==> src/rtl/vga_sync_decoder_pkg.sv <==
// Shared timing constants, lock FSM encoding and helpers for the VGA sync decoder.
// Constants describe the nominal 640x480 frame also produced by the sync generators.
package vga_sync_decoder_pkg;

  localparam int DW_DEF           = 10;
  localparam int H_TOTAL_DEF      = 800;
  localparam int H_ACTIVE_DEF     = 640;
  localparam int H_SYNC_START_DEF = 657;
  localparam int H_SYNC_W_DEF     = 95;
  localparam int V_TOTAL_DEF      = 525;
  localparam int V_ACTIVE_DEF     = 480;
  localparam int V_SYNC_START_DEF = 490;
  localparam int LOCK_LINES_DEF   = 4;

  typedef enum logic [1:0] {
    ST_SEARCH  = 2'd0,
    ST_MEASURE = 2'd1,
    ST_LOCKED  = 2'd2
  } state_t;

  function automatic logic [7:0] sat_inc8(input logic [7:0] v);
    return (v == 8'hFF) ? v : v + 8'd1;
  endfunction

endpackage

==> src/rtl/vga_sync_decoder_edge.sv <==
// Per-tick sync input register with falling-edge flag and active-low pulse width
// measurement; the width of the last completed low pulse is held until the next rise.
module vga_sync_decoder_edge #(
  parameter int CW = 11
) (
  input  logic          clk,
  input  logic          rst,
  input  logic          enable,
  input  logic          i_sync,
  output logic          o_fall,
  output logic [CW-1:0] o_low_width
);

  logic          r_prev;
  logic [CW-1:0] r_low_cnt;
  logic [CW-1:0] r_low_width;
  logic          w_rise;

  assign o_fall      = enable & r_prev & ~i_sync;
  assign w_rise      = enable & ~r_prev & i_sync;
  assign o_low_width = r_low_width;

  // The fall tick itself counts as the first low tick of the pulse.
  always_ff @(posedge clk) begin
    if (rst) begin
      r_prev      <= 1'b1;
      r_low_cnt   <= '0;
      r_low_width <= '0;
    end else if (enable) begin
      r_prev <= i_sync;
      if (o_fall) begin
        r_low_cnt <= CW'(1);
      end else if (w_rise) begin
        r_low_width <= r_low_cnt;
        r_low_cnt   <= '0;
      end else if (!i_sync && (r_low_cnt != '1)) begin
        r_low_cnt <= r_low_cnt + CW'(1);
      end
    end
  end

endmodule

==> src/rtl/vga_sync_decoder.sv <==
// Recovers pixel coordinates, active video and line/frame strobes from an external
// VGA sync stream, and tracks horizontal lock against the nominal line timing.
module vga_sync_decoder
  import vga_sync_decoder_pkg::*;
#(
  parameter int DW           = DW_DEF,
  parameter int H_TOTAL      = H_TOTAL_DEF,
  parameter int H_ACTIVE     = H_ACTIVE_DEF,
  parameter int H_SYNC_START = H_SYNC_START_DEF,
  parameter int H_SYNC_W     = H_SYNC_W_DEF,
  parameter int V_TOTAL      = V_TOTAL_DEF,
  parameter int V_ACTIVE     = V_ACTIVE_DEF,
  parameter int V_SYNC_START = V_SYNC_START_DEF,
  parameter int LOCK_LINES   = LOCK_LINES_DEF
) (
  input  logic          clk,
  input  logic          rst,
  input  logic          enable,
  input  logic          h_synch,
  input  logic          v_synch,
  output logic [DW-1:0] h_pos,
  output logic [DW-1:0] v_pos,
  output logic          active_video,
  output logic          line_start,
  output logic          frame_start,
  output logic          h_locked,
  output logic          locked,
  output logic [7:0]    err_count
);

  localparam int PW = DW + 1;
  localparam logic [DW-1:0] LP_H_LAST       = DW'(H_TOTAL - 1);
  localparam logic [DW-1:0] LP_H_ACTIVE     = DW'(H_ACTIVE);
  localparam logic [DW-1:0] LP_H_SYNC_START = DW'(H_SYNC_START);
  localparam logic [DW-1:0] LP_V_LAST       = DW'(V_TOTAL - 1);
  localparam logic [DW-1:0] LP_V_ACTIVE     = DW'(V_ACTIVE);
  localparam logic [DW-1:0] LP_V_SYNC_START = DW'(V_SYNC_START);
  localparam logic [PW-1:0] LP_PER_NOM      = PW'(H_TOTAL);
  localparam logic [PW-1:0] LP_PER_TO       = PW'(2 * H_TOTAL);
  localparam logic [PW-1:0] LP_SYNC_W       = PW'(H_SYNC_W);
  localparam logic [7:0]    LP_GOOD_LAST    = 8'(LOCK_LINES - 1);

  logic          w_h_fall;
  logic          w_v_fall;
  logic [PW-1:0] w_h_low_width;
  logic [PW-1:0] w_unused_v_width;
  logic          w_h_wrap;
  logic          w_line_good;
  logic          w_timeout;

  logic [DW-1:0] r_h_pos;
  logic [DW-1:0] r_v_pos;
  logic          r_v_pend;
  logic [PW-1:0] r_per;
  logic          r_line_start;
  logic          r_frame_start;
  state_t        r_state;
  logic [7:0]    r_good_cnt;
  logic          r_h_locked;
  logic          r_locked;
  logic [7:0]    r_err_count;

  vga_sync_decoder_edge #(.CW(PW)) u_h_edge (
    .clk         (clk),
    .rst         (rst),
    .enable      (enable),
    .i_sync      (h_synch),
    .o_fall      (w_h_fall),
    .o_low_width (w_h_low_width)
  );

  vga_sync_decoder_edge #(.CW(PW)) u_v_edge (
    .clk         (clk),
    .rst         (rst),
    .enable      (enable),
    .i_sync      (v_synch),
    .o_fall      (w_v_fall),
    .o_low_width (w_unused_v_width)
  );

  assign w_h_wrap    = !w_h_fall && (r_h_pos == LP_H_LAST);
  assign w_line_good = (r_per == LP_PER_NOM) && (w_h_low_width == LP_SYNC_W);
  assign w_timeout   = !w_h_fall && (r_per >= LP_PER_TO);

  // Position counters free-run; an h fall re-anchors them to the sync position.
  always_ff @(posedge clk) begin
    if (rst) begin
      r_h_pos       <= '0;
      r_v_pos       <= '0;
      r_v_pend      <= 1'b0;
      r_per         <= '0;
      r_line_start  <= 1'b0;
      r_frame_start <= 1'b0;
    end else begin
      r_line_start  <= 1'b0;
      r_frame_start <= 1'b0;
      if (enable) begin
        if (w_h_fall) begin
          r_h_pos <= LP_H_SYNC_START;
        end else if (w_h_wrap) begin
          r_h_pos      <= '0;
          r_line_start <= 1'b1;
        end else begin
          r_h_pos <= r_h_pos + DW'(1);
        end

        if (w_h_fall && (w_v_fall || r_v_pend)) begin
          r_v_pos  <= LP_V_SYNC_START;
          r_v_pend <= 1'b0;
        end else begin
          if (w_v_fall) r_v_pend <= 1'b1;
          if (w_h_wrap) begin
            if (r_v_pos == LP_V_LAST) begin
              r_v_pos       <= '0;
              r_frame_start <= 1'b1;
            end else begin
              r_v_pos <= r_v_pos + DW'(1);
            end
          end
        end

        if (w_h_fall)            r_per <= PW'(1);
        else if (r_per != '1)    r_per <= r_per + PW'(1);
      end
    end
  end

  // Lock FSM; the clear in the case statement overrides a same-tick v fall set.
  always_ff @(posedge clk) begin
    if (rst) begin
      r_state     <= ST_SEARCH;
      r_good_cnt  <= '0;
      r_h_locked  <= 1'b0;
      r_locked    <= 1'b0;
      r_err_count <= '0;
    end else if (enable) begin
      if (w_v_fall && r_h_locked) r_locked <= 1'b1;
      case (r_state)
        ST_SEARCH: begin
          if (w_h_fall) begin
            r_state    <= ST_MEASURE;
            r_good_cnt <= '0;
          end
        end
        ST_MEASURE: begin
          if (w_h_fall) begin
            if (!w_line_good) begin
              r_good_cnt <= '0;
            end else if (r_good_cnt == LP_GOOD_LAST) begin
              r_state    <= ST_LOCKED;
              r_h_locked <= 1'b1;
              r_good_cnt <= '0;
            end else begin
              r_good_cnt <= r_good_cnt + 8'd1;
            end
          end else if (w_timeout) begin
            r_state <= ST_SEARCH;
          end
        end
        ST_LOCKED: begin
          if ((w_h_fall && !w_line_good) || w_timeout) begin
            r_state     <= ST_SEARCH;
            r_h_locked  <= 1'b0;
            r_locked    <= 1'b0;
            r_err_count <= sat_inc8(r_err_count);
          end
        end
        default: r_state <= ST_SEARCH;
      endcase
    end
  end

  assign h_pos        = r_h_pos;
  assign v_pos        = r_v_pos;
  assign line_start   = r_line_start;
  assign frame_start  = r_frame_start;
  assign h_locked     = r_h_locked;
  assign locked       = r_locked;
  assign err_count    = r_err_count;
  assign active_video = r_locked && (r_h_pos < LP_H_ACTIVE) && (r_v_pos < LP_V_ACTIVE);

endmodule

==> config.mk <==
export PLATFORM = sky130hd
export DESIGN_NAME = vga_sync_decoder
export DESIGN_NICKNAME = d
export VERILOG_FILES = /design/src/rtl/vga_sync_decoder_pkg.sv /design/src/rtl/vga_sync_decoder_edge.sv /design/src/rtl/vga_sync_decoder.sv
export SDC_FILE = /design/constraint.sdc
export NUM_CORES = 1
export LEC_CHECK = 0
export ABC_AREA = 1
export CAP_MARGIN = 20
export CORE_MARGIN = 10
export CORE_UTILIZATION = 54
export DETAILED_ROUTE_END_ITERATION = 16
export PLACE_DENSITY = 0.75
export SLEW_MARGIN = 20
export SYNTH_ARGS = -nofsm -noshare
export SYNTH_HDL_FRONTEND = slang
export SYNTH_HIERARCHICAL = 1
export SYNTH_SLANG_ARGS = --single-unit
==> constraint.sdc <==
create_clock -name clk -period 1.6 [get_ports clk]
set_input_delay 0.32 -clock clk [delete_from_list [all_inputs] [get_ports clk]]
set_output_delay 0.32 -clock clk [all_outputs]
set_load 0.01 [all_outputs]
After elaboration in Yosys (flattened, before gate mapping)
Index checks and enable logic that the tools add are counted.

Bits in registers: 78. Output and inout port bits: 33. Word-level logic and storage cells: 121.

$add $sub $neg: 6. Magnitude comparators: 3. Eq/ne operators: 18. Muxes and demuxes: 34. Bitwise gates (word level): 13. Reductions and logical operators: 32.

Operators by type and width (count): 11-bit 2-to-1 mux (5); 10-bit 2-to-1 mux (5); 8-bit 2-to-1 mux (4); 11-bit by 1-bit adder with 11-bit output (second input constant) (2); 11-bit != test (second input constant) (2); 10-bit by 1-bit adder with 10-bit output (second input constant) (2); 10-bit equality test (second input constant) (2); 8-bit by 1-bit adder with 8-bit output (second input constant) (2); 8-bit case mux with 2 select lines (1); 2-bit 2-to-1 mux (6); 6-bit AND reduction (2); 11-bit by 10-bit equality test with 1-bit output (second input constant) (1); 11-bit by 7-bit equality test with 1-bit output (second input constant) (1); 11-bit greater-or-equal comparator (second input constant) (1); 1-bit 2-to-1 mux (11); 10-bit < comparator (second input constant) (1); 10-bit by 9-bit < comparator with 1-bit output (second input constant) (1); 2-bit != test (second input constant) (5); 2-bit nonzero test (5); 1-bit logical AND (9); 3-bit != test (second input constant) (3); 8-bit by 2-bit equality test with 1-bit output (second input constant) (1); 8-bit equality test (second input constant) (1); 2-bit AND reduction (4); 14 further kinds (29).

Depth between registers and ports, before layout
Gate-level depths: netlist of run 1.

Depth in word-level cells: 7. Depth in mapped cells: 12. Mapped depth without buffers: 11.

By module
Netlist of run 1, hierarchy kept.

By module, submodules not included: vga_sync_decoder (instances 1, cells an instance 480, area each 3231.8 µm²); vga_sync_decoder_edge (instances 2, cells an instance 175, area each 1209.9 µm²).

Least setup slack after synthesis of run 1
OpenSTA, ideal clock, no wires.

Path kind: input to register. Start point: input port enable. End point: register r_v_pos[5] (netlist: v_pos[5]). Setup time: 0.109 ns. Data arrival time: 1.576 ns. Required time: 1.491 ns. Setup slack: -0.085 ns. Stages: 11. Cells stage by stage: buf_6 inv_1 nor3_4 inv_2 a21oi_4 inv_2 a21oi_4 buf_6 nand3_1 nand2_1 inv_1.

Cells in the longest elaborated chain, start to end: 6.

Ends and longest elaborated chain: from (decl) (line vga_sync_decoder.sv:18) `input logic enable,`; 1-bit AND * (2 in series) (line vga_sync_decoder_edge.sv:19) `assign o_fall = enable & r_prev & ~i_sync;`; named net w_h_fall (line vga_sync_decoder.sv:43) `logic w_h_fall;`; 1-bit logical NOT (line vga_sync_decoder.sv:81) `assign w_h_wrap = !w_h_fall && (r_h_pos == LP_H_LAST);`; 1-bit logical AND (line vga_sync_decoder.sv:81); 2-bit nonzero test (no source line); 2-bit AND reduction (no source line); to (signal assigned) (line vga_sync_decoder.sv:117) `r_v_pos <= r_v_pos + DW'(1);`; to (decl) (line vga_sync_decoder.sv:52) `logic [DW-1:0] r_v_pos;`.

The timed path passes the listed nets; every way through them passes the cells marked *. A chain may end at the register's enable or synchronous reset.

Worst setup path after layout of run 1
Start point: input port h_synch. End point: register r_state[0].

Cells in the longest elaborated chain, start to end: 7.

Ends and longest elaborated chain: from (decl) (line vga_sync_decoder.sv:19) `input logic h_synch,`; 1-bit NOT * (line vga_sync_decoder_edge.sv:19); 1-bit AND * (line vga_sync_decoder_edge.sv:19); named net w_h_fall (line vga_sync_decoder.sv:43); 1-bit logical NOT (line vga_sync_decoder.sv:83) `assign w_timeout = !w_h_fall && (r_per >= LP_PER_TO);`; 1-bit logical AND (line vga_sync_decoder.sv:83); 1-bit logical OR (line vga_sync_decoder.sv:161) `if ((w_h_fall && !w_line_good) || w_timeout) begin`; 2-bit != test (no source line); 6-bit AND reduction (no source line); to (signal assigned) (line vga_sync_decoder.sv:157) `r_state <= ST_SEARCH;`; to (signal assigned) (line vga_sync_decoder.sv:162) `r_state <= ST_SEARCH;`; to (signal assigned) (line vga_sync_decoder.sv:168) `default: r_state <= ST_SEARCH;`; to (decl) (line vga_sync_decoder.sv:57) `state_t r_state;`.

Marks and branches as above.

==> reports/qor.txt, run 1 <==
Cell count after synthesis: 665
Starting density of the core: 55.4%
Max rail drop VDD: 0.000644 V
Critical-path cell list: clkdlybuf4s50_1 > nor3_4 > inv_4 > nor2_2 > nand2_1 > nand2_1 > a21oi_2 > nand2_1 > inv_2 > nor2_1 > nor2_1
Largest net degree at the start of global routing: 22
Beginning of the critical path: h_synch
Yosys warning total: 6
Power Total: 0.00431 W
Nets: 776
Number of inserted diodes: 0
Later-pin clock latency in the skew report: 360 ps
Critical path buffer and inverter count: 3
Gp weighted congestion: 0.891
Final Hold Violating Endpoints: 0
Number of buffers on the longest clock path: 2
Post-place setup slack: -618 ps
Endpoint of the lowest-slack register-to-register path: r_state[0]
Residual DRC: 0
Final-layout worst hold slack: 477 ps
Worst Max-Slew Pin Slew: 384 ps
Setup slack on the worst flop-to-flop path: -20 ps
Io pins: 38
Share of post-route cells with drive strength above 1: 25.5%
Number of standard-cell rows in the floorplan: 33
Data arrival time at the worst-slack endpoint: 1880 ps
Setup crit start kind: input pin
Initial DRC Count: 231
Number of H-tree branching levels: 3
Internal: 0.00316 W
Violations in the final reports: setup timing
Min-Delay Endpoint: u_v_edge/r_prev
Floorplan die width: 112 um
Fraction of power spent switching nets: 26.7%
Crit path capture type: register
Fin. max-slew vios: 0
Cell depth of the worst flop-to-flop path: 11
Switching power total: 0.00115 W
Total vias in the final route: 4,649
Worst-path clk slew: 90 ps
Final setup viols: 2
Worst Min Path Start: enable
Setup TNS: -29.6 ps
Clock tree from TritonCTS: done
Part of the cycle the worst path needs: 102%
Cell with the largest stage delay on the worst path: clkdlybuf4s50_1
Number of buffers inserted by port buffering: 37
Final HPWL DP: 8460 um
Top cell family by delay on the critical path: simple AND/OR/NAND/NOR gates
Area delta synth->final: 30.1%
Mean number of vias per cell: 5.33
Least setup slack across all paths after layout: -28.1 ps
Remaining number of nets flagged by the antenna check after routing: 0
Setup repair after global routing missed its margin: true
Vias in the first global route: 4,290
Critical Path Fanout Max: 7
Gr ovfl total: 0
Power density relative to cell area: 732 nW/um^2
Final Routed Wirelength: 11,700 um
Antenna violations before repair: 0
Flop pwr share: 47.1%
Final instance area: 5890 sq um
Average cell area after synthesis: 6.81 sq um
Syn Nets: 678
Clock tree root driver cell: clkbuf_8
Clk network pwr share: 38.7%
Clock buffers created by TritonCTS: 9
Relative max-transition margin: 74.2%
CP max stage delay: 470 ps
Clock tree sinks: 78
Die Outline Area: 12,500 sq um
Critical path required time: 1850 ps
Leakage component of the power: 2.55 nW
Crit-path most repeated cell: nand2_1
Skew final: 11.4 ps
Placed Instance Area: 5430 sq um
Result of the run: finished, violations left
Max Freq: 0.614 GHz
Area inside the core boundary: 8180 sq um
Global routing usage summed across all routing layers: 17.6%
Worst R2R Start: u_h_edge/r_prev
Wire length per cell after detailed routing: 13.4 um
Comb pwr share: 14.2%
Quantity of hold-fixing buffers added after cts: 0
Classification of the worst setup path: input pin to register
Number of maximum-capacitance violations: 0
Mapped cell area: 4530 sq um
Fill cell count: 664
Tmin final: 1630 ps
Hold Path Cell Cnt: 3
Global-route wire length before repair: 19,100 um
Hold/Removal Path Class: input pin to register
Y dimension of the die: 112 um
Number of iterations in the first detailed-routing pass: 5
timing repair:
action / CTS / global route
endpoints found under the hold margin: 0 / 0
buffers inserted: 2 / 4
pin swaps: 3 / 15
setup endpoints to repair: 99 / 55
gates resized for setup: 49 / 73
sequential cells by signal (all words and copies together) (netlist names), 2 cells and up:
signal and count:
r_state 2, h_pos 10, err_count 8, r_per 11, r_good_cnt 8, v_pos 10, u_h_edge/r_low_cnt 11, u_h_edge/o_low_width 11
per-layer routing:
layer  track usage (%)  routed length, um  up-vias
li1                  -                  -     2362
met5                 0                  0        -
met1              20.7               5130     2138
met3              3.92                612       23
met2              30.4               5710      126
met4              6.68                227        0
tightest hold or removal path, cell delays in order:
cell and delay, ps:
dlygate4sd2_1 350, nand2_2 70, o211ai_1 60
cell usage in the layout (no fill, tap or decap), types with 3 or more instances in the layout:
cell type and instances:
buf_6 6, xnor2_1 3, nand3_2 9, nand3_1 46, o21ai_1 8, buf_4 62
dfxtp_2 15, o21ai_2 3, ha_1 4, a21oi_2 8, o21ai_0 21, xor2_1 11
inv_2 9, nor2_4 7, clkdlybuf4s50_1 5, nand2_1 121, buf_12 4, nor3_1 13
clkbuf_8 10, nand2_2 13, nor2_1 74, a21oi_1 55, nand4_1 24, nor2_2 12
dlygate4sd2_1 31, dfxtp_1 61, nand2_4 7, inv_4 6, inv_1 78
through the flow:
step | instances | utilization (%)
floorplan | 665 | -
global placement | 852 | 66.5
detailed placement | 852 | 66.5
CTS | 870 | 69.5
global route | 873 | 72.1
finish | 873 | 72.1
cell type report:
cell class | instances | area (sq um) | share of cell area, %
clock inverter | 6 | 85.1 | 1.44
timing repair buffer | 109 | 940 | 16.0
inverter | 93 | 364 | 6.18
multi-input combinational | 472 | 2650 | 44.9
sequential | 78 | 1590 | 27.0
tap | 105 | 131 | 2.23
clock buffer | 10 | 138 | 2.34
power groups by stage:
stage	clock, W	sequential, W	combinational [W]
floorplan	0	0.00208	0.000338
global placement	0	0.00207	0.000557
detailed placement	0	0.00207	0.000570
CTS	0.00169	0.00203	0.000575
global route	0.00177	0.00204	0.000674
finish	0.00167	0.00203	0.000611
how the worst max path moves through the flow:
stage              endpoint  slack [ps]  cells past startpoint
6_report         r_state[0]         -30                     11
3_3_place_gp       v_pos[9]        -610                     11
5_1_grt          r_state[0]        -140                     11
2_1_floorplan      v_pos[5]         -70                     11
3_5_place_dp       v_pos[9]        -620                     11
4_1_cts        active_video         -50                      4
No activity file was read; power rests on OpenSTA's default activity.
==> inputs of run 2 (changes only) <==
Settings changed: CORE_MARGIN 10 to unset, PLACE_DENSITY 0.75 to 0.77.
==> run 2 against run 1 <==
  * Utilization up 0.35 points
  * The flow still finishes with violations (setup timing)
  * Total power down 1.1%
  * Clock skew up 7.1 ps
  * Register-to-register slack worse by 30 ps
  * Via count up 2.1%
  * Global-route usage up 9.4 points
  * Worst setup slack worse by 31 ps
  * Combinational power up 2%
  * Maximum frequency down 1.9%
  * First-iteration DRC count down 16%
  * Design area up 0.49%
  * Largest power group unchanged
  * Critical path type unchanged
==> reports/qor.txt, run 2 (same netlist as run 1, synthesis figures left out) <==
Result of the run: finished, violations left
Violations in the final reports: setup timing
Gp weighted congestion: 0.939 (+5.4%)
Critical-path cell list: clkdlybuf4s50_1 > nor3_4 > inv_1 > a21oi_4 > inv_4 > a21oi_4 > buf_6 > o21ai_1 > a21oi_1
Setup TNS: -120 ps (-90.0 ps)
Area delta synth->final: 30.7%
Clock tree root driver cell: clkbuf_8
Global routing usage summed across all routing layers: 27.0% (+9.4 points)
Floorplan die width: 93.6 um (-16%)
Number of buffers on the longest clock path: 2 (unchanged)
Critical path required time: 1890 ps (+40 ps)
Antenna violations before repair: 0 (unchanged)
Y dimension of the die: 93.6 um (-16%)
CP max stage delay: 470 ps (about the same)
Final-layout worst hold slack: 446 ps (-30.2 ps)
Clock buffers created by TritonCTS: 9 (unchanged)
Number of iterations in the first detailed-routing pass: 4 (-1)
Starting density of the core: 55.4% (unchanged)
Setup crit start kind: input pin
Commonest non-fill, non-tap cell in the layout: nand2_1
Number of maximum-capacitance violations: 0 (unchanged)
Setup repair after global routing missed its margin: true
Cell with the largest stage delay on the worst path: clkdlybuf4s50_1
Part of the cycle the worst path needs: 104% (+2.0 points)
Fin. max-slew vios: 0 (unchanged)
Gr ovfl total: 0 (unchanged)
Clock tree from TritonCTS: done
Number of standard-cell rows in the floorplan: 33 (unchanged)
Max Freq: 0.603 GHz (-1.9%)
Wire length per cell after detailed routing: 13.2 um (-1.2%)
Least setup slack across all paths after layout: -59.3 ps (-31.3 ps)
Max rail drop VDD: 0.000420 V (-35%)
Classification of the worst setup path: input pin to register
Initial DRC Count: 195 (-16%)
Remaining number of nets flagged by the antenna check after routing: 0 (unchanged)
Vias in the first global route: 4,236 (-1.3%)
Io pins: 38 (unchanged)
Mean number of vias per cell: 5.40 (+1.4%)
Critical Path Fanout Max: 5 (-2)
Number of H-tree branching levels: 3 (unchanged)
Share of post-route cells with drive strength above 1: 25.8% (+0.32 points)
Power density relative to cell area: 720 nW/um^2 (-1.6%)
Area inside the core boundary: 8180 sq um (unchanged)
Residual DRC: 0 (unchanged)
Hold/Removal Path Class: input pin to register
Commonest cells after routing, fill and taps aside: nand2_1, inv_1, nor2_1
Relative max-transition margin: 78.1% (+3.9 points)
Skew final: 18.5 ps (+7.12 ps)
Post-Route Utilization: 72.4% (+0.35 points)
Total vias in the final route: 4,748 (+2.1%)
Data arrival time at the worst-slack endpoint: 1950 ps (+70 ps)
Crit-path most repeated cell: a21oi_4
Worst Max-Slew Pin Slew: 328 ps (-56.3 ps)
Die Outline Area: 8760 sq um (-30%)
Tmin final: 1660 ps (+31.3 ps)
Post-place setup slack: -613 ps (+5.36 ps)
Global-route wire length before repair: 18,600 um (-2.4%)
Nets: 782 (+0.77%)
Number of buffers inserted by port buffering: 37 (unchanged)
Leakage component of the power: 2.65 nW (+3.8%)
Later-pin clock latency in the skew report: 370 ps (about the same)
Final Hold Violating Endpoints: 0 (unchanged)
Crit path capture type: register
Largest net degree at the start of global routing: 22 (unchanged)
Final Routed Wirelength: 11,600 um (-0.54%)
Clock tree sinks: 78 (unchanged)
Worst-path clk slew: 90 ps (about the same)
Final setup viols: 3 (+1)
Number of inserted diodes: 0 (unchanged)
Final HPWL DP: 8320 um (-1.7%)
-- run 2: area by class of cell --
class                      count  area, sq um
multi-input combinational    473         2640
inverter                      93          354
timing repair buffer         114          983
clock inverter                 5         63.8
tap                          105          131
clock buffer                  11          151
sequential                    78         1600
fill                         637         2260
-- run 2: through the flow --
stage               total power [W]  cells  instance area (sq um)
detailed placement          0.00266    858                   5490
CTS                         0.00425    875                   5720
finish                      0.00426    879                   5920
global placement            0.00264    858                   5490
global route                0.00446    879                   5920
floorplan                   0.00242    665                   4550
-- run 2: what timing repair did --
| item | 4_1_cts | 5_1_grt |
|---|---|---|
| gates cloned | 0 | 1 |
| endpoints found under the setup margin | 86 | 60 |
| endpoints found under the hold margin | 0 | 0 |
| resized for setup | 53 | 56 |
| pin swaps | 2 | 17 |
| setup buffers | 1 | 3 |
| hold buffers | 0 | 0 |
-- run 2: where the power goes --
group	switching, W	internal (W)	leakage (nW)	total, W
logic	0.000359	0.000265	1.90	0.000624
clock network	0.000786	0.000820	0.107	0.00161
registers	0.0000418	0.00199	0.643	0.00203
total	0.00119	0.00308	2.65	0.00426
-- run 2: path summary, 6_finish.rpt --
kind              cells past startpoint             startpoint  slack (ps)                 endpoint
setup / recovery                      9                v_synch         -60                 v_pos[1]
hold reg to reg                       2  u_h_edge/r_low_cnt[7]         480  u_h_edge/o_low_width[7]
hold / removal                        4                h_synch         450          u_h_edge/r_prev
setup reg to reg                      9        u_h_edge/r_prev         -50                 v_pos[1]
-- run 2: worst max-delay path, delay by kind of cell --
family / cells / cell delay [ps]
compound gates: 4 / 620
simple gates: 1 / 230
buf+inv: 4 / 780
-- run 2: metal layers --
layer	up-vias	wire (um)	GRT usage (%)
li1	2386	-	-
met1	2186	5060	32.6
met2	142	5680	46.1
met3	34	556	6.10
met4	0	323	11.4
met5	-	0	0
